--- src/rtl/ex_muldiv_pkg.sv ---
// Shared definitions for the iterative RV32M multiply/divide unit:
// function-code encodings, FSM state type and small op-decode helpers.
package ex_muldiv_pkg;

    // Function code width and encodings (equal to the instruction funct3)
    localparam int MD_OP_WIDTH = 3;

    localparam logic [MD_OP_WIDTH-1:0] MD_OP_MUL    = 3'd0;
    localparam logic [MD_OP_WIDTH-1:0] MD_OP_MULH   = 3'd1;
    localparam logic [MD_OP_WIDTH-1:0] MD_OP_MULHSU = 3'd2;
    localparam logic [MD_OP_WIDTH-1:0] MD_OP_MULHU  = 3'd3;
    localparam logic [MD_OP_WIDTH-1:0] MD_OP_DIV    = 3'd4;
    localparam logic [MD_OP_WIDTH-1:0] MD_OP_DIVU   = 3'd5;
    localparam logic [MD_OP_WIDTH-1:0] MD_OP_REM    = 3'd6;
    localparam logic [MD_OP_WIDTH-1:0] MD_OP_REMU   = 3'd7;

    // Width of the iteration counter and its terminal value (32 iterations)
    localparam int               MD_CNT_WIDTH  = 5;
    localparam logic [4:0]       MD_LAST_COUNT = 5'd31;

    // Controller states
    typedef enum logic [1:0] {
        MD_IDLE = 2'd0,
        MD_CALC = 2'd1,
        MD_DONE = 2'd2
    } md_state_t;

    // True for the four divide/remainder operations
    function automatic logic md_is_div(input logic [MD_OP_WIDTH-1:0] op);
        return (op == MD_OP_DIV)  || (op == MD_OP_DIVU) ||
               (op == MD_OP_REM)  || (op == MD_OP_REMU);
    endfunction

    // True for the signed divide/remainder pair, the only ops that can overflow
    function automatic logic md_is_signed_div(input logic [MD_OP_WIDTH-1:0] op);
        return (op == MD_OP_DIV) || (op == MD_OP_REM);
    endfunction

    // True for the remainder pair (fast-path results differ from the quotient pair)
    function automatic logic md_is_rem(input logic [MD_OP_WIDTH-1:0] op);
        return (op == MD_OP_REM) || (op == MD_OP_REMU);
    endfunction

    // rs1 is interpreted as two's complement for these ops
    function automatic logic md_op1_signed(input logic [MD_OP_WIDTH-1:0] op);
        return (op == MD_OP_MUL)    || (op == MD_OP_MULH) ||
               (op == MD_OP_MULHSU) || (op == MD_OP_DIV)  ||
               (op == MD_OP_REM);
    endfunction

    // rs2 is interpreted as two's complement for these ops (MULHSU takes rs2 unsigned)
    function automatic logic md_op2_signed(input logic [MD_OP_WIDTH-1:0] op);
        return (op == MD_OP_MUL) || (op == MD_OP_MULH) ||
               (op == MD_OP_DIV) || (op == MD_OP_REM);
    endfunction

endpackage

--- src/rtl/ex_muldiv.sv ---
// Iterative RV32M multiply/divide unit for the execute stage. One shared
// 32-iteration shift datapath performs radix-2 shift-add multiply and
// restoring division on operand magnitudes; signs are fixed up on entry
// to DONE. Divide-by-zero and signed overflow complete in a single cycle.
module ex_muldiv
    import ex_muldiv_pkg::*;
#(
    parameter int XLEN = 32
) (
    input  logic                   clk,
    input  logic                   rst_n,
    input  logic                   valid_i,
    output logic                   ready_o,
    input  logic [MD_OP_WIDTH-1:0] op_i,
    input  logic [XLEN-1:0]        op1_i,
    input  logic [XLEN-1:0]        op2_i,
    input  logic                   flush_i,
    output logic                   busy_o,
    output logic                   done_o,
    output logic [XLEN-1:0]        result_o
);

    // Controller state and iteration counter
    md_state_t               state;
    logic [MD_CNT_WIDTH-1:0] count;

    // Latched request: op, sign fix-up flags, divisor/multiplicand magnitude
    logic [MD_OP_WIDTH-1:0]  op_q;
    logic                    neg_res_q;
    logic                    neg_rem_q;
    logic [XLEN-1:0]         mag_b;

    // Shared shift registers: high half is product-high / partial remainder,
    // low half is multiplier / quotient
    logic [XLEN-1:0]         acc_hi;
    logic [XLEN-1:0]         acc_lo;

    // Request decode
    logic                    accept;
    logic                    a_neg;
    logic                    b_neg;
    logic [XLEN-1:0]         a_mag;
    logic [XLEN-1:0]         b_mag;
    logic                    div_zero;
    logic                    div_ovf;
    logic                    fast_path;
    logic [XLEN-1:0]         fast_result;

    // One iteration of each datapath
    logic [XLEN:0]           mul_sum;
    logic [XLEN-1:0]         mul_hi_next;
    logic [XLEN-1:0]         mul_lo_next;
    logic [XLEN:0]           div_shift;
    logic [XLEN:0]           div_diff;
    logic                    div_ge;
    logic [XLEN-1:0]         div_hi_next;
    logic [XLEN-1:0]         div_lo_next;
    logic [XLEN-1:0]         step_hi;
    logic [XLEN-1:0]         step_lo;

    // Final sign fix-up and selection
    logic [2*XLEN-1:0]       product;
    logic [2*XLEN-1:0]       prod_fixed;
    logic [XLEN-1:0]         quot_fixed;
    logic [XLEN-1:0]         rem_fixed;
    logic [XLEN-1:0]         final_result;
    logic                    last_iter;

    // Decode an incoming request: magnitudes, sign flags and fast-path results
    always_comb begin
        accept      = valid_i && (state == MD_IDLE) && !flush_i;
        a_neg       = md_op1_signed(op_i) && op1_i[XLEN-1];
        b_neg       = md_op2_signed(op_i) && op2_i[XLEN-1];
        a_mag       = a_neg ? (-op1_i) : op1_i;
        b_mag       = b_neg ? (-op2_i) : op2_i;
        div_zero    = md_is_div(op_i) && (op2_i == '0);
        div_ovf     = md_is_signed_div(op_i) &&
                      (op1_i == {1'b1, {(XLEN-1){1'b0}}}) &&
                      (op2_i == '1);
        fast_path   = div_zero || div_ovf;
        fast_result = '0;
        if (div_zero) begin
            fast_result = md_is_rem(op_i) ? op1_i : '1;
        end else if (div_ovf) begin
            fast_result = md_is_rem(op_i) ? '0 : op1_i;
        end
    end

    // One shift-add or restoring-subtract step, plus the fixed-up result of the final step
    always_comb begin
        mul_sum     = {1'b0, acc_hi} + (acc_lo[0] ? {1'b0, mag_b} : '0);
        mul_hi_next = mul_sum[XLEN:1];
        mul_lo_next = {mul_sum[0], acc_lo[XLEN-1:1]};

        div_shift   = {acc_hi, acc_lo[XLEN-1]};
        div_diff    = div_shift - {1'b0, mag_b};
        div_ge      = !div_diff[XLEN];
        div_hi_next = div_ge ? div_diff[XLEN-1:0] : div_shift[XLEN-1:0];
        div_lo_next = {acc_lo[XLEN-2:0], div_ge};

        step_hi     = md_is_div(op_q) ? div_hi_next : mul_hi_next;
        step_lo     = md_is_div(op_q) ? div_lo_next : mul_lo_next;

        product     = {step_hi, step_lo};
        prod_fixed  = neg_res_q ? (-product) : product;
        quot_fixed  = neg_res_q ? (-step_lo) : step_lo;
        rem_fixed   = neg_rem_q ? (-step_hi) : step_hi;

        last_iter   = (state == MD_CALC) && (count == MD_LAST_COUNT);

        final_result = '0;
        case (op_q)
            MD_OP_MUL:    final_result = prod_fixed[XLEN-1:0];
            MD_OP_MULH:   final_result = prod_fixed[2*XLEN-1:XLEN];
            MD_OP_MULHSU: final_result = prod_fixed[2*XLEN-1:XLEN];
            MD_OP_MULHU:  final_result = prod_fixed[2*XLEN-1:XLEN];
            MD_OP_DIV:    final_result = quot_fixed;
            MD_OP_DIVU:   final_result = quot_fixed;
            MD_OP_REM:    final_result = rem_fixed;
            MD_OP_REMU:   final_result = rem_fixed;
            default:      final_result = '0;
        endcase
    end

    // Controller: state, iteration counter and the registered handshake outputs
    always_ff @(posedge clk) begin
        if (!rst_n) begin
            state   <= MD_IDLE;
            count   <= '0;
            ready_o <= 1'b1;
            busy_o  <= 1'b0;
            done_o  <= 1'b0;
        end else if (flush_i) begin
            state   <= MD_IDLE;
            count   <= '0;
            ready_o <= 1'b1;
            busy_o  <= 1'b0;
            done_o  <= 1'b0;
        end else begin
            case (state)
                MD_IDLE: begin
                    if (valid_i) begin
                        count   <= '0;
                        ready_o <= 1'b0;
                        busy_o  <= 1'b1;
                        if (fast_path) begin
                            state  <= MD_DONE;
                            done_o <= 1'b1;
                        end else begin
                            state  <= MD_CALC;
                            done_o <= 1'b0;
                        end
                    end
                end
                MD_CALC: begin
                    count <= count + 1'b1;
                    if (count == MD_LAST_COUNT) begin
                        state  <= MD_DONE;
                        done_o <= 1'b1;
                    end
                end
                MD_DONE: begin
                    state   <= MD_IDLE;
                    ready_o <= 1'b1;
                    busy_o  <= 1'b0;
                    done_o  <= 1'b0;
                end
                default: begin
                    state   <= MD_IDLE;
                    count   <= '0;
                    ready_o <= 1'b1;
                    busy_o  <= 1'b0;
                    done_o  <= 1'b0;
                end
            endcase
        end
    end

    // Datapath: latch the request at accept, then iterate the shared shift registers
    always_ff @(posedge clk) begin
        if (!rst_n) begin
            op_q      <= MD_OP_MUL;
            neg_res_q <= 1'b0;
            neg_rem_q <= 1'b0;
            mag_b     <= '0;
            acc_hi    <= '0;
            acc_lo    <= '0;
        end else if (accept) begin
            op_q      <= op_i;
            neg_res_q <= a_neg ^ b_neg;
            neg_rem_q <= a_neg;
            mag_b     <= b_mag;
            acc_hi    <= '0;
            acc_lo    <= a_mag;
        end else if (state == MD_CALC) begin
            acc_hi    <= step_hi;
            acc_lo    <= step_lo;
        end
    end

    // Result register: written only on entry to DONE and held otherwise
    always_ff @(posedge clk) begin
        if (!rst_n) begin
            result_o <= '0;
        end else if (!flush_i) begin
            if (accept && fast_path) begin
                result_o <= fast_result;
            end else if (last_iter) begin
                result_o <= final_result;
            end
        end
    end

endmodule
--- config.mk ---
export PLATFORM = sky130hd
export DESIGN_NAME = ex_muldiv
export DESIGN_NICKNAME = d
export VERILOG_FILES = /design/src/rtl/ex_muldiv_pkg.sv /design/src/rtl/ex_muldiv.sv
export SDC_FILE = /design/constraint.sdc
export NUM_CORES = 1
export LEC_CHECK = 0
export ABC_AREA = 1
export BUFFER_PORTS_ARGS = -buffer_cell sky130_fd_sc_hd__buf_2
export CORE_ASPECT_RATIO = 0.5
export CORE_MARGIN = 1.5
export CORE_UTILIZATION = 35
export CTS_CLUSTER_SIZE = 10
export DETAILED_ROUTE_END_ITERATION = 7
export GPL_TIMING_DRIVEN = 0
export PLACE_DENSITY_LB_ADDON = 0.12
export RECOVER_POWER = 50
export SYNTH_ARGS = -nofsm -noshare
export SYNTH_HDL_FRONTEND = slang
export SYNTH_SLANG_ARGS = --single-unit
--- constraint.sdc ---
create_clock -name clk -period 6.6 [get_ports clk]
set_clock_uncertainty 0.15 [all_clocks]
set_input_delay 0.99 -clock clk [delete_from_list [all_inputs] [get_ports clk]]
set_output_delay 0.99 -clock clk [all_outputs]
set_load 0.05 [all_outputs]
==> run summary, run 1 <==
The number of DRC markers after the initial detailed-route iteration is 2868. Power comes to between 0.003 and 0.004 W. The length of routed met3 wiring is 8.41 mm. The number of different library cells used by synthesis comes to slightly above 60. The weighted congestion at the end of routability-driven global placement is slightly above 1. Setup slack closes at 0.389 ns. The die covers around 0.05 sq mm. After synthesis the cells add up to about 0.017 sq mm. The first-pass iteration count of the detailed router came out at 7. The number of cells on the worst reg-to-reg path is 36. The first global-routing pass estimated 128 mm of wire. The shortest clock period the worst path allows after layout is 6.21 ns. sky130_fd_sc_hd__nand2_1 takes more of the synthesized area than any other cell. After synthesis, the largest family of logic cells by area is simple AND/OR/NAND/NOR gates. The count of fill cells added during filler insertion is 5692.

The share of the synthesized area in compound gates (AO/OA/AOI/OAI) is 0.177. The share of layout cells above drive strength 1 came out at 0.0716. The sequential cell fraction of total power came out at 0.249. For this run, asynchronously set or reset flops after synthesis account for 0.

The total global routing overflow came out at 0. Dividing the final minimum period by the clock period gives 0.941. Signal routing reaches up to met5. The total power density per cell area came out at slightly below 200 mW/mm^2. In this run the horizontal extent of the chip is 318 um. The count of final hold-check violations is 0. The worst stage delay on the critical path is 0.42 ns. Summing over every cut layer, the via total after detailed routing is 21900. The core area is 0.0488 sq mm. Across the VDD grid, the largest voltage drop is about 0.00013 V.

The area fraction in and, or, nand and nor cells after synthesis is 0.438. The final-stage net count is 3481. The top cell types in the final layout, fill and taps aside, are 1002 x sky130_fd_sc_hd__nand2_1, 503 x sky130_fd_sc_hd__inv_1, 297 x sky130_fd_sc_hd__nor2_1. Yosys attributes the largest share of cell area to sky130_fd_sc_hd__nand2_1 22%, sky130_fd_sc_hd__dfxtp_1 16%, sky130_fd_sc_hd__inv_1 11%. Of the total synthesized cell area, the portion taken by full adders, half adders and majority gates is 0.0533. The length of routed met2 wiring came out at around 35 mm. The max capacitance violation total came out at 0.

Of the total power, the share spent switching nets is 0.471. The share of the synthesized area in the top cell type is 0.216. Along the worst hold path, the cell count comes to 2. The post-synthesis area per instance came out at around 5.4 sq um.

The endpoint arrival time on the critical path is ~6.4 ns. The total I/O pin count is 106. The die outline height is between 150 and 200 um.

The number of vias per cell is between 5 and 6. The largest individual stage delay along the critical path comes from the cell sky130_fd_sc_hd__fa_1. The transition time at the pin with the least slew margin is ~1.2 ns. The end of the worst hold path is busy_o. Setup repair after global routing left no endpoint under its margin.

The number of enable flip-flop cells after synthesis came out at 0. The worst endpoint required time came out at just under 7 ns. The fraction of synthesized area in multiplexers is 0.

TritonCTS built the clock tree. The number of sinks on the clock net is 142. The tree is rooted in a sky130_fd_sc_hd__clkbuf_16. After synthesis the netlist holds a flip-flop and latch count of ~140.

The via count of the first global-routing pass came to between 15000 and 20000. The sum of routed wire length over all layers is a little under 90 mm. For this run, the register share of the synthesized area comes to 0.163. The final number of max-transition violations came to 0. The maximum fanout count along the critical path came out at 7. The flow ran to the end, and the final reports show no timing, DRC or antenna violations.

After clock tree synthesis, the clock-pin slew on the worst setup and hold paths is 0.07 ns. The clock buffer count from CTS came out at 17. For this run, the top clock speed supported by timing is 161 MHz.

The total negative slack is 0 ns. The number of antenna violations at the first check in global routing is 4. For this design the static power due to leakage is ~10 nW. The startpoint identified for the worst register-to-register timing path is acc_lo[31]. The buffer count from post-CTS setup fixing came out at 0. The worst pin sits at a relative slew slack of 0.188. The detailed router put a total of approximately 40 mm of wire on met1.

The worst setup path is launched from a flip-flop. The part of the power in combinational logic is 0.471. The cell row count came out at 57.

CTS built an H-tree with a depth of 4. The count of nets left with antenna violations once routing finished came out at 0. The worst-case hold slack is between 0.3 and 0.4 ns.

The half-perimeter wire length of the detailed placement result came out at ~73 mm. The internal portion of the total power is between 0.002 and 0.0025 W. The dominant synthesized flop cell is sky130_fd_sc_hd__dfxtp_1.

The warning count from the yosys run came out at 0. The most common cell after layout, fill and taps aside is sky130_fd_sc_hd__nand2_1. The endpoint identified for the worst register-to-register timing path is result_o[12]. The worst-skew pair later-pin latency is ~0.46 ns. The path category of the worst min-delay check is flip-flop to flip-flop.

OpenSTA, run right after detailed placement, puts the worst setup slack at approximately 0.32 ns. The count of port buffers added during placement came out at approximately 110. The worst reg-to-reg setup slack came out at 0.39 ns. The share of the synthesized netlist area taken by xor and xnor gates came out at 0.0282. The critical path in this run is classified as flip-flop to flip-flop. The proportion of power drawn by the clock network came out at 0.280. Buffers inserted to repair hold after CTS numbered 0. The post-synth net total came out at roughly 3400. The detailed-route DRC error count came out at 0.

The layout overhead on the synthesized area is 10.8%. The library cell appearing most often on the critical path is sky130_fd_sc_hd__nand2_1. The post-synthesis cell count is roughly 3200. The startpoint identified for the worst hold timing path is busy_o. Setup violations remaining at the end of the flow were counted as 0.

For this run, the total global-route usage over all layers was measured as 0.334. The average routed wire per standard cell is approximately 22 um. The total net switching power came out at 0.00179 W. For this configuration, the core starts out at a cell density of 0.357. The maximum clock insertion buffer count came out at 2. The endpoint type of the worst setup path is a flip-flop. Entering global routing, the biggest net connects 17 pins.
area by class of cell:
type                       count  area [sq um]  share of cell area
tap                          649           812              0.0421
timing repair buffer         105           477              0.0247
inverter                     525          1970               0.102
antenna                        1          2.50            0.000130
buffer                        97           468              0.0243
clock inverter                11           131             0.00681
multi-input combinational   2449         12100               0.628
clock buffer                  21           480              0.0249
sequential                   142          2840               0.147
stage by stage:
stage,instances,cell area (sq um),util
global placement,3967,18700,0.384
global route,3999,19300,0.395
floorplan,3213,17400,-
detailed placement,3967,18700,0.384
CTS,3999,19400,0.397
finish,4000,19300,0.395
how the worst max path moves through the flow:
stage	from	to
final	acc_lo[31]	result_o[12]
after CTS	acc_lo[31]	result_o[12]
after global routing	acc_lo[31]	result_o[12]
after floorplan	acc_lo[31]	result_o[12]
after global placement	acc_lo[31]	result_o[12]
after detailed placement	acc_lo[31]	result_o[12]
registers in the layout, indices dropped and copies added (netlist names):
register	count
done_o	1
op_q	3
neg_rem_q	1
ready_o	1
state	1
acc_lo	32
neg_res_q	1
count	5
acc_hi	32
result_o	32
busy_o	1
mag_b	32
timing repair:
item,in CTS,in global routing
endpoints found under the hold margin,0,0
setup endpoints to repair,0,4
resized for setup,0,3
kinds of logic (layout without fill, tap and decap cells):
kind of cell / Yosys count / in the layout
AOI/OAI and AO/OA: 546 / 546
buffers and inverters: 622 / 759
and+or+nand+nor: 1774 / 1774
xor gates and xnor gates: 56 / 56
other: 0 / 1
adders and majority gates: 73 / 73
DFF: 142 / 142
power groups by stage:
stage               combinational, W  clock (W)  sequential, W
floorplan                    0.00119          0       0.000938
finish                       0.00179    0.00106       0.000945
detailed placement           0.00173          0       0.000962
CTS                          0.00174    0.00107       0.000942
global route                 0.00195    0.00111       0.000947
global placement             0.00173          0       0.000962
cells in the mapped netlist, types with 8 or more instances:
cell type,instances
sky130_fd_sc_hd__inv_2,14
sky130_fd_sc_hd__nor4_1,15
sky130_fd_sc_hd__o21ai_1,8
sky130_fd_sc_hd__o32ai_1,9
sky130_fd_sc_hd__nand3_1,252
sky130_fd_sc_hd__dfxtp_1,142
sky130_fd_sc_hd__o21a_1,10
sky130_fd_sc_hd__clkbuf_1,59
sky130_fd_sc_hd__ha_1,71
sky130_fd_sc_hd__nand4_1,47
sky130_fd_sc_hd__inv_1,504
sky130_fd_sc_hd__buf_1,9
sky130_fd_sc_hd__xnor2_1,13
sky130_fd_sc_hd__nor3_1,48
sky130_fd_sc_hd__o22ai_1,31
sky130_fd_sc_hd__nand3b_1,17
sky130_fd_sc_hd__or2_2,14
sky130_fd_sc_hd__nor2_2,22
sky130_fd_sc_hd__o211ai_1,22
sky130_fd_sc_hd__nand2_1,1003
sky130_fd_sc_hd__xor2_1,43
sky130_fd_sc_hd__o21ai_0,207
sky130_fd_sc_hd__buf_2,21
sky130_fd_sc_hd__nand2_2,26
sky130_fd_sc_hd__nor2_1,296
sky130_fd_sc_hd__a21oi_1,210
per-layer routing:
| metal | vias to the layer above | track usage |
|---|---|---|
| met5 | - | 0 |
| met4 | 2 | 0.0963 |
| met3 | 92 | 0.0521 |
| li1 | 10600 | - |
| met2 | 1000 | 0.497 |
| met1 | 10200 | 0.493 |
critical path, delay by kind of cell (launching register included):
family | cells | cell delay [ns]
fa+ha+maj | 3 | 0.94
buf+inv | 4 | 0.62
compound gates | 2 | 0.32
simple gates | 27 | 3.68
flops | 1 | 0.33
Power figures use the tool's default switching activity.
==> run 2, diff against run 1 <==
- BUFFER_PORTS_ARGS: -buffer_cell sky130_fd_sc_hd__buf_2 -> -buffer_cell sky130_fd_sc_hd__buf_4
==> run 2 against run 1 <==
- clock power about the same
- routed wire length increased by 0.44%
- fmax decreased by 1.3%
- largest power group unchanged
==> run summary, run 2 (synthesis results as in run 1) <==
The run finished with clean final reports. The worst setup path is launched from a flip-flop. The most common cell after layout, fill and taps aside is sky130_fd_sc_hd__nand2_1. Dividing total power by cell area gives a power density of between 150 and 200 mW/mm^2. The critical path runs through a total of 36 cells. By startpoint and endpoint, the worst setup path is classified as flip-flop to flip-flop. The floorplan step defined a die boundary enclosing about 0.05 sq mm. The maximum clock insertion buffer count came out at 2.

The total of hold buffers inserted after clock tree synthesis is 0. For this run, the top clock speed supported by timing is roughly 160 MHz. Counting instances, the worst hold path has a depth of 2. The worst setup timing slack at the placement stage is approximately 0.29 ns. In this run the critical register-to-register path is captured at result_o[12]. The cell area after layout is 0.0195 sq mm.

The leakage power is just over 10 nW. The part of the power in combinational logic came out at 0.474. The worst endpoint required time is between 6 and 7 ns. The final layout contains routed wiring with a total length of around 88 mm.

The count of port buffers added during placement came out at 105. Of the total power, the share spent switching nets is 0.475. After the last flow step, the layout net total stands at 3481. The pre-antenna-repair detailed-routing pass consisted of 6 iterations.

Summed over all failing endpoints, the final setup total negative slack is 0 ns. For this run, the total global-route usage over all layers was measured as 0.337. VDD sags by at most ~0.00015 V. In this run the register-to-register setup slack is 0.31 ns. The die is 318 um wide. TritonCTS built the clock tree.

The number of sinks on the clock net is about 140. The worst setup path is captured at a flip-flop. Clock-pin slew was measured on the worst setup and hold paths at 0.07 ns. The detailed-route DRC error count is 0.

In the layout the commonest cells are 1002 x sky130_fd_sc_hd__nand2_1, 503 x sky130_fd_sc_hd__inv_1, 296 x sky130_fd_sc_hd__nor2_1. The launch point of the worst reg-to-reg path is acc_lo[31]. The clock buffer count from CTS is 17. The internal power of the cells totals approximately 0.0020 W. The transition time at the pin with the least slew margin came out at roughly 1.1 ns. The share of layout cells above drive strength 1 came out at 0.0725. The final worst slack is roughly 0.31 ns. The number of buffer and inverter instances along the worst setup path is 4. The number of vias per cell came out at between 5 and 6. Of the total power, registers draw 0.248. In this design, the critical path's most frequently occurring cell is sky130_fd_sc_hd__nand2_1.

The total global routing overflow is 0. The number of DRC markers after the initial detailed-route iteration came out at between 2000 and 3000. The core region is around 0.049 sq mm. The max-slew headroom at the worst pin is 0.236.

The proportion of power drawn by the clock network came out at 0.278. The maximum fanout count along the critical path is 7. Following the worst setup path forward leads to its endpoint at result_o[12].

The initial core utilization is 0.357. The count of final hold-check violations came out at 0. The root buffer cell is sky130_fd_sc_hd__clkbuf_16. Measured in cells, the most critical reg-to-reg path has a length of 36. The worst stage delay on the critical path is about 0.44 ns.

Setup violations remaining at the end of the flow were counted as 0. The global-route wire length before repair is ~130 mm. The kind of cell with the highest combined delay along the critical path is simple AND/OR/NAND/NOR gates.

The HPWL after detailed placement is 73.7 mm. The via count of the first global-routing pass is a little over 20000. On the critical path, the stage with the largest delay is an instance of sky130_fd_sc_hd__fa_1. The maximum level of the CTS H-tree came out at 4. The worst-skew pair later-pin latency is 0.47 ns. Entering global routing, the biggest net connects 17 pins.

In the final routed layout, each cell accounts on average for approximately 22 um. The clock period could shrink to 6.29 ns. Once placement finished, the instance area stood at 0.0190 sq mm. 106 I/O pins were placed. The post-route antenna net violation count came out at 0. The launch point of the worst path is acc_lo[31]. The weighted congestion at the end of routability-driven global placement is slightly above 1. The cell row count is 57. The layout overhead on the synthesized area came out at 11.8%.

The tightest min-delay check is of the flip-flop to flip-flop type. The max capacitance violation total is 0. The die outline height is ~160 um. Setup repair after global routing left no endpoint under its margin.

The count of vias placed by the detailed router came out at approximately 22000. STA puts the critical path data arrival time at about 6.5 ns. The number of antenna violations at the first check in global routing was 1. The final number of max-transition violations came to 0. Final hold analysis gives a worst-case slack of between 0.3 and 0.4 ns.

The total net switching power came out at roughly 0.0018 W. The final clock period utilization by the worst path came out at 0.953.
run 2: changes by cell type in the layout (fill, tap and decap cells not counted), sizes merged:
cell and delta:
inv +3, diode +1, clkbuf -2, clkinv -1
run 2: worst min-delay path by stage:
stage,to,start
2_1_floorplan,mag_b[2],mag_b[2]
3_3_place_gp,busy_o,busy_o
3_5_place_dp,busy_o,busy_o
4_1_cts,busy_o,busy_o
5_1_grt,count[3],count[3]
6_report,busy_o,busy_o
run 2: power by group through the flow:
stage               Sequential, W  Combinational, W  Clock, W
CTS                      0.000942           0.00175   0.00106
finish                   0.000945           0.00180   0.00106
detailed placement       0.000961           0.00174         0
floorplan                0.000938           0.00119         0
global route             0.000947           0.00198   0.00109
global placement         0.000962           0.00175         0
run 2: repair_timing:
action | CTS | global route
setup buffers | 0 | 0
gates resized for setup | 0 | 3
endpoints found under the setup margin | 0 | 5
run 2: through the flow:
| step | power (W) | cells | utilization |
|---|---|---|---|
| 2_1_floorplan | 0.00212 | 3213 | - |
| 3_3_place_gp | 0.00271 | 3967 | 0.390 |
| 3_5_place_dp | 0.00270 | 3967 | 0.390 |
| 4_1_cts | 0.00376 | 3999 | 0.402 |
| 5_1_grt | 0.00402 | 3999 | 0.399 |
| 6_report | 0.00381 | 4001 | 0.399 |
run 2: cell type report:
type / instances / area, sq um
clock inverters: 13 / 155
multi-input cells: 2449 / 12100
repair buffers: 105 / 646
inverters: 525 / 1970
clock buffers: 19 / 443
fillers: 5639 / 29300
diodes: 2 / 5.00
plain buffers: 97 / 468
well taps: 649 / 812
flip-flops and latches: 142 / 2840
run 2: worst register-to-register path, delay by kind of cell (launching register included):
| family | cells | cell delay (ns) |
|---|---|---|
| AND/OR/NAND/NOR | 27 | 3.78 |
| adder cells (fa/ha/maj) | 3 | 0.94 |
| buffers and inverters | 4 | 0.60 |
| AO/OA/AOI/OAI | 2 | 0.35 |
| flip-flops | 1 | 0.33 |
run 2: layer usage:
layer  track usage  wire length, um  vias to the layer above
met5             0               20                        -
met4         0.105             2530                        2
met3        0.0549             7700                      107
met2         0.502            35600                      958
met1         0.493            41700                    10200
li1              -                -                    10600
